[src/rtl/dcache_ctrl.sv]
// Write-back, write-allocate controller for a 2-way, 16-set, 32-byte-line data cache.
// Turns CPU word accesses into combinational SRAM lookups, writes back dirty victims,
// refills missing lines from the 256-bit memory port and stalls the CPU until done.
module dcache_ctrl (
    input  logic         clk_i,
    input  logic         rst_i,
    input  logic [31:0]  cpu_addr_i,
    input  logic [31:0]  cpu_data_i,
    input  logic         cpu_MemRead_i,
    input  logic         cpu_MemWrite_i,
    output logic [31:0]  cpu_data_o,
    output logic         cpu_stall_o,
    output logic [3:0]   sram_addr_o,
    output logic [24:0]  sram_tag_o,
    output logic [255:0] sram_data_o,
    output logic         sram_enable_o,
    output logic         sram_write_o,
    input  logic [24:0]  sram_tag_i,
    input  logic [255:0] sram_data_i,
    input  logic         sram_hit_i,
    output logic [31:0]  mem_addr_o,
    output logic [255:0] mem_data_o,
    output logic         mem_enable_o,
    output logic         mem_write_o,
    input  logic [255:0] mem_data_i,
    input  logic         mem_ack_i
);

    typedef enum logic [1:0] {
        IDLE,
        WRITEBACK,
        READMISS,
        READMISSOK
    } state_t;

    state_t         state_reg;
    state_t         state_next;
    logic [22:0]    victim_tag_reg;
    logic [255:0]   victim_data_reg;
    logic [255:0]   refill_data_reg;

    logic           req;
    logic           is_write;
    logic [22:0]    cpu_tag;
    logic [3:0]     cpu_index;
    logic [7:0]     word_offset;
    logic [255:0]   merged_line;
    logic           unused_addr_bits;

    // A simultaneous read and write strobe is serviced as a write.
    assign req         = cpu_MemRead_i | cpu_MemWrite_i;
    assign is_write    = cpu_MemWrite_i;
    assign cpu_tag     = cpu_addr_i[31:9];
    assign cpu_index   = cpu_addr_i[8:5];
    assign word_offset = {cpu_addr_i[4:2], 5'b0};

    // Byte offset bits are irrelevant for word accesses.
    assign unused_addr_bits = ^cpu_addr_i[1:0];

    assign sram_enable_o = req;
    assign sram_addr_o   = cpu_index;
    assign cpu_stall_o   = req & ~((state_reg == IDLE) & sram_hit_i);

    // Hit line with the addressed word replaced by the CPU write data.
    genvar gi;
    generate
        for (gi = 0; gi < 8; gi++) begin : g_merge
            assign merged_line[gi*32 +: 32] = (cpu_addr_i[4:2] == 3'(gi)) ?
                                              cpu_data_i : sram_data_i[gi*32 +: 32];
        end
    endgenerate

    // State register plus victim (taken when a miss leaves IDLE) and refill line latches.
    always_ff @(posedge clk_i or negedge rst_i) begin
        if (!rst_i) begin
            state_reg       <= IDLE;
            victim_tag_reg  <= '0;
            victim_data_reg <= '0;
            refill_data_reg <= '0;
        end else begin
            state_reg <= state_next;
            if (state_reg == IDLE && req && !sram_hit_i) begin
                victim_tag_reg  <= sram_tag_i[22:0];
                victim_data_reg <= sram_data_i;
            end
            if (state_reg == READMISS && mem_ack_i) begin
                refill_data_reg <= mem_data_i;
            end
        end
    end

    // Next-state and output decode; memory outputs are levels held per state.
    always_comb begin
        state_next   = state_reg;
        cpu_data_o   = '0;
        sram_tag_o   = '0;
        sram_data_o  = '0;
        sram_write_o = 1'b0;
        mem_enable_o = 1'b0;
        mem_write_o  = 1'b0;
        mem_addr_o   = '0;
        mem_data_o   = '0;
        case (state_reg)
            IDLE: begin
                if (req) begin
                    if (sram_hit_i) begin
                        if (is_write) begin
                            sram_write_o = 1'b1;
                            sram_data_o  = merged_line;
                            sram_tag_o   = {2'b11, cpu_tag};
                        end else begin
                            cpu_data_o = sram_data_i[word_offset +: 32];
                        end
                    end else if (sram_tag_i[24:23] == 2'b11) begin
                        state_next = WRITEBACK;
                    end else begin
                        state_next = READMISS;
                    end
                end
            end
            WRITEBACK: begin
                mem_enable_o = 1'b1;
                mem_write_o  = 1'b1;
                mem_addr_o   = {victim_tag_reg, cpu_index, 5'b0};
                mem_data_o   = victim_data_reg;
                if (mem_ack_i) begin
                    state_next = READMISS;
                end
            end
            READMISS: begin
                mem_enable_o = 1'b1;
                mem_addr_o   = {cpu_tag, cpu_index, 5'b0};
                if (mem_ack_i) begin
                    state_next = READMISSOK;
                end
            end
            READMISSOK: begin
                // Fresh line goes in clean; a pending write dirties it on the retried hit.
                sram_write_o = 1'b1;
                sram_data_o  = refill_data_reg;
                sram_tag_o   = {2'b10, cpu_tag};
                state_next   = IDLE;
            end
            default: state_next = IDLE;
        endcase
    end

endmodule

[config.mk]
export PLATFORM = sky130hd
export DESIGN_NAME = dcache_ctrl
export DESIGN_NICKNAME = d
export VERILOG_FILES = /design/src/rtl/dcache_ctrl.sv
export SDC_FILE = /design/constraint.sdc
export NUM_CORES = 1
export LEC_CHECK = 0
export ABC_AREA = 1
export CAP_MARGIN = 20
export CORE_AREA = 2 2 478 480
export CTS_CLUSTER_DIAMETER = 100
export DETAILED_ROUTE_END_ITERATION = 8
export DIE_AREA = 0 0 480 482
export PLACE_DENSITY_LB_ADDON = 0.25
export SYNTH_ARGS = -nofsm -noshare
export SYNTH_HDL_FRONTEND = slang
export SYNTH_SLANG_ARGS = --single-unit
export TNS_END_PERCENT = 5
[constraint.sdc]
create_clock -name clk_i -period 2.1 [get_ports clk_i]
set_input_delay 0.42 -clock clk_i [delete_from_list [all_inputs] [get_ports clk_i]]
set_output_delay 0.42 -clock clk_i [all_outputs]
set_load 0.02 [all_outputs]
After elaboration in Yosys (flattened, before gate mapping) --
Cells that the tools add are included.
Word-level totals: bits in registers 537, input port bits 607, output and inout port bits 610, logic and storage cells 66
Cells by class: equality and inequality tests 15, shift operators 1, multiplexer cells 34, bitwise operators 4, reduce and logical (&&, ||, !) cells 8
Operators by type and width (count):
- two-way mux 256 bit | 4
- one-hot mux 256 bit (2 select lines) | 1
- two-way mux 32 bit | 12
- variable part select 256 x 9 -> 32 bit | 1
- two-way mux 25 bit | 3
- one-hot mux 32 bit (2 select lines) | 1
- one-hot mux 25 bit (2 select lines) | 1
- == test 3 bit (second input constant) | 4
- two-way mux 2 bit | 5
- inequality test 2 bit (second input constant) | 4
- one-hot mux 2 bit (4 select lines) | 1
- == test 2 bit (second input constant) | 3
- == test 3 x 2 -> 1 bit (second input constant) | 2
- two-way mux 1 bit | 5
- AND reduction 4 bit | 1
- == test 3 x 1 -> 1 bit (second input constant) | 1
- logical AND 1 bit | 3
- zero test 3 bit | 1
- AND 1 bit | 2
- == test 2 x 1 -> 1 bit (second input constant) | 1
- zero test 2 bit | 1
- one-hot mux 1 bit (2 select lines) | 1
- OR reduction 2 bit | 1
- zero test 1 bit | 1
- 2 further kinds | 2

Logic depth before layout (Yosys ltp) --
depth in word-level cells 6, gate-level depth with buffers 9, depth with buffers taken out 7

Worst setup path after synthesis --
Ideal clock, no wire load.
path type register to output, start point register state_reg[0], end point output port sram_tag_o[24], data arrival time 1973 ps, data required time 1680 ps, slack -293 ps, cell stages (with the launch flop) 10, path buffers 2, path through dfrtp_1 inv_1 ha_1 clkinv_1 nand2_1 inv_1 nor2_1 buf_2 inv_1 buf_4
Between the ends: word-level cells in the longest chain between the ends 2
Ends and longest elaborated chain:
- start: declaration | RTL line 36 | state_t state_reg;
- start signal: assignment | RTL line 81 | state_reg <= state_next;
- == test 2 bit / zero test 2 bit (equally long branches) | RTL line 103 | case (state_reg)
- one-hot mux 25 bit (2 select lines) * | RTL line 103
- end: declaration | RTL line 14 | output logic [24:0] sram_tag_o,
Mark *: on every way between the ends. The rest lies on a longest branch, timed or not.

Final worst setup path --
start point register state_reg[0], end point output port sram_data_o[194]
Between the ends: word-level cells in the longest chain between the ends 2
Ends and longest elaborated chain:
- == test 2 bit / zero test 2 bit (equally long branches) | RTL line 103
- one-hot mux 256 bit (2 select lines) * | RTL line 103
- end: declaration | RTL line 15 | output logic [255:0] sram_data_o,
Marks and branches as above.

==> flow_summary_export.csv <==
group,metric,value,unit
flow_run,maxCapViolCount,0,
yosys,netlist_area,0.03101,sq mm
sta,finalSetupTns,-580.36,ns
grt,first_global_vias,37570,
place,dp.cells,8840,
layout,n_fill_cell,24680,
grt,grt_max_degree,88,
layout,layoutNonFillerInstCount,9130,
critical_path,arrival,2.92,ns
sta,setup_ws,-1.237,ns
clock_network,clock_latency,0.72,ns
yosys,yosysSeqAreaShare,43.33,%
place,gp_congestion,0.9499,
critical_path,r2r_start,"state_reg[0]",
clock_network,clkTransAtPathRegs,0.06,ns
die,die_w,480,um
die,coreArea,0.2264,sq mm
layout,fin_util,27.10,%
die,initial_core_util,13.70,%
layout,layout-drive-gt1-share,34.59,%
critical_path,r2r_cells,9,
clock_network,cts_tree,"done",
yosys,ys_top_cells_by_area,"dfrtp_1 (43%), nand2_1 (21%), mux2_2 (9.3%)",
yosys,postSynthCellCount,4200,
sta,slew_headroom,22.58,%
detailed_routing,wl,309.9,mm
critical_path,reg2reg_slack,-0.16,ns
detailed_routing,vias,37770,
clock_network,numClockSinks,537,
yosys,yosys-top-cells-count,"nand2_1 (1743), inv_1 (600), dfrtp_1 (537), o21ai_0 (307)",
sta,worst_pin_slew,1.157,ns
place,port_buffers,1209,
layout,multi_input_area,0.01467,sq mm
detailed_routing,drt-vias-per-instance,4.137,
critical_path,critPathRequiredTime,1.68,ns
yosys,async_flop_share,100.0,%
clock_network,htreeDepth,3,
layout,area_delta_synth_final,97.83,%
sta,post-route-period-util,158.9,%
sta,final_max_slew_viol_count,0,
power_and_ir_drop,total_power,71.88,mW
critical_path,worstPathMaxFanout,7,
yosys,synthFlopType,"dfrtp_1",
yosys,yosysWarnings,0,
sta,setup_viol,831,
outcome,status,"finished with violations",
power_and_ir_drop,vdd_drop_max,0.0007487,V
detailed_routing,postRouteAntennaNets,0,
yosys,yosysMostFrequentCell,"nand2_1",
detailed_routing,first_iter_violations,3052,
grt,track_usage,25.53,%
die,ios,1217,
place,dp_hpwl,261.6,mm
detailed_routing,drc,0,
power_and_ir_drop,leakage,30.13,nW
detailed_routing,drtPass1Iterations,6,
sta,max_freq,299.7,MHz
clock_network,cts_buffers,82,
outcome,violations,"negative setup slack",
sta,rsz0062_at_grt,"yes",
hold_path,hp-class,"primary input to async pin",
yosys,yosysTopAreaCellShare,43.33,%
die,rows,175,
critical_path,start_kind,"flop",
yosys,yosysTopAreaCell,"dfrtp_1",
power_and_ir_drop,powerDensity,1172,mW/mm^2
sta,hold_violations,0,
layout,final_nets,6594,
grt,grt_overflow,0,
yosys,ys_ff_latch,537,
sta,period_minus_slack,3.337,ns
grt,grt_pass1_wl,385.1,mm
detailed_routing,avgRoutedWirePerCell,33.95,um
clock_network,root_buffer,"clkbuf_16",
yosys,synth_area_per_cell,7.384,sq um
critical_path,crit_type,"flop to primary output",
yosys,ys_types,26,
sta,fin_worst_skew,0.03097,ns
grt,antenna_found_initial,186,
layout,register_area,0.01344,sq mm
yosys,synth_edf_count,0,
die,die_y,482,um
die,dieArea,0.2314,sq mm
critical_path,critPathCaptureType,"primary output",
critical_path,r2r-end,"refill_data_reg[56]",
clock_network,clk_path_buf_depth,3,
==> how the worst max path moves through the flow <==
stage                        start                to  cells past startpoint
global placement    cpu_data_i[20]  sram_data_o[244]                      6
global route          state_reg[0]  sram_data_o[194]                     13
finish                state_reg[0]  sram_data_o[194]                     13
detailed placement  cpu_data_i[20]  sram_data_o[244]                      6
CTS                   state_reg[0]  sram_data_o[117]                     12
floorplan             state_reg[0]   sram_data_o[32]                      9
==> critical path, stage by stage, from the launching register on <==
cell and delay [ns]:
dfrtp_1 0.39, inv_2 0.11, ha_4 0.22, clkinv_4 0.05
nand2_4 0.04, nor2_4 0.15, buf_6 0.13, buf_16 0.20
buf_12 0.19, buf_8 0.14, buf_8 0.13, o211ai_1 0.09
nand2_1 0.16, buf_12 0.13
==> area by class of cell <==
cell class	count	share of cell area (%)
Tap cell	3009	6.136
Inverter	604	3.765
Clock buffer	117	4.022
Clock inverter	30	0.4935
Timing Repair Buffer	1979	39.46
Sequential cell	537	21.90
Antenna cell	76	0.3100
Multi-Input combinational cell	2778	23.91
==> layout by cell type, fill, tap and decap left out, types with 99 or more instances in the layout <==
| cell | Yosys | final |
|---|---|---|
| buf_12 | 0 | 543 |
| buf_4 | 29 | 668 |
| buf_6 | 2 | 109 |
| clkbuf_16 | 0 | 99 |
| clkdlybuf4s50_1 | 0 | 602 |
| dfrtp_1 | 537 | 537 |
| inv_1 | 600 | 496 |
| inv_2 | 2 | 101 |
| mux2_2 | 256 | 256 |
| nand2_1 | 1743 | 1592 |
| nand2_2 | 4 | 137 |
| o211ai_1 | 256 | 256 |
| o21ai_0 | 307 | 306 |
==> where the power goes <==
group          switching [mW]  total, mW  leakage (nW)  internal (mW)
logic                    20.6       38.7          22.2           18.1
registers                3.17       18.5          6.54           15.4
clock network            5.96       14.6          1.35           8.65
total                    29.7       71.9          30.1           42.2
==> routing by layer <==
metal	share of wire [%]	vias to the layer above	wire length [um]	track usage, %
met5	0.18	-	544	0
met4	4.1	86	12700	9.684
met3	9.3	492	28920	9.385
met2	45	1962	138500	40.20
met1	42	18460	129200	31.64
li1	-	16780	-	-
==> per-stage QoR <==
step	worst slack, ns	cell area (sq um)	hold WS, ns
floorplan	-0.08333	31200	0.1244
global placement	-1.303	56320	0.3658
global route	-1.349	61240	0.1742
finish	-1.237	61350	0.2374
detailed placement	-1.244	56320	0.3721
CTS	-1.340	60010	0.1487
==> repair_timing <==
| item | 4_1_cts | 5_1_grt |
|---|---|---|
| endpoints found under the hold margin | 170 | 0 |
| endpoints found under the setup margin | 682 | 869 |
| pin swaps | 42 | 50 |
| buffers inserted | 25 | 30 |
| gates cloned | 3 | 15 |
| hold buffers | 1 | 0 |
| resized for setup | 447 | 419 |
==> cells by family (layout without fill, tap and decap cells) <==
group,count (synthesis),count (layout),share of synthesized area [%]
simple gates,1915,1915,23.67
buf+inv,889,2730,11.78
flops,537,537,43.33
other cells,1,81,0.01209
compound gates,597,597,11.71
mux,256,256,9.296
fa+ha+maj,5,5,0.2017
Note: power is estimated with default switching activity, not from simulation.
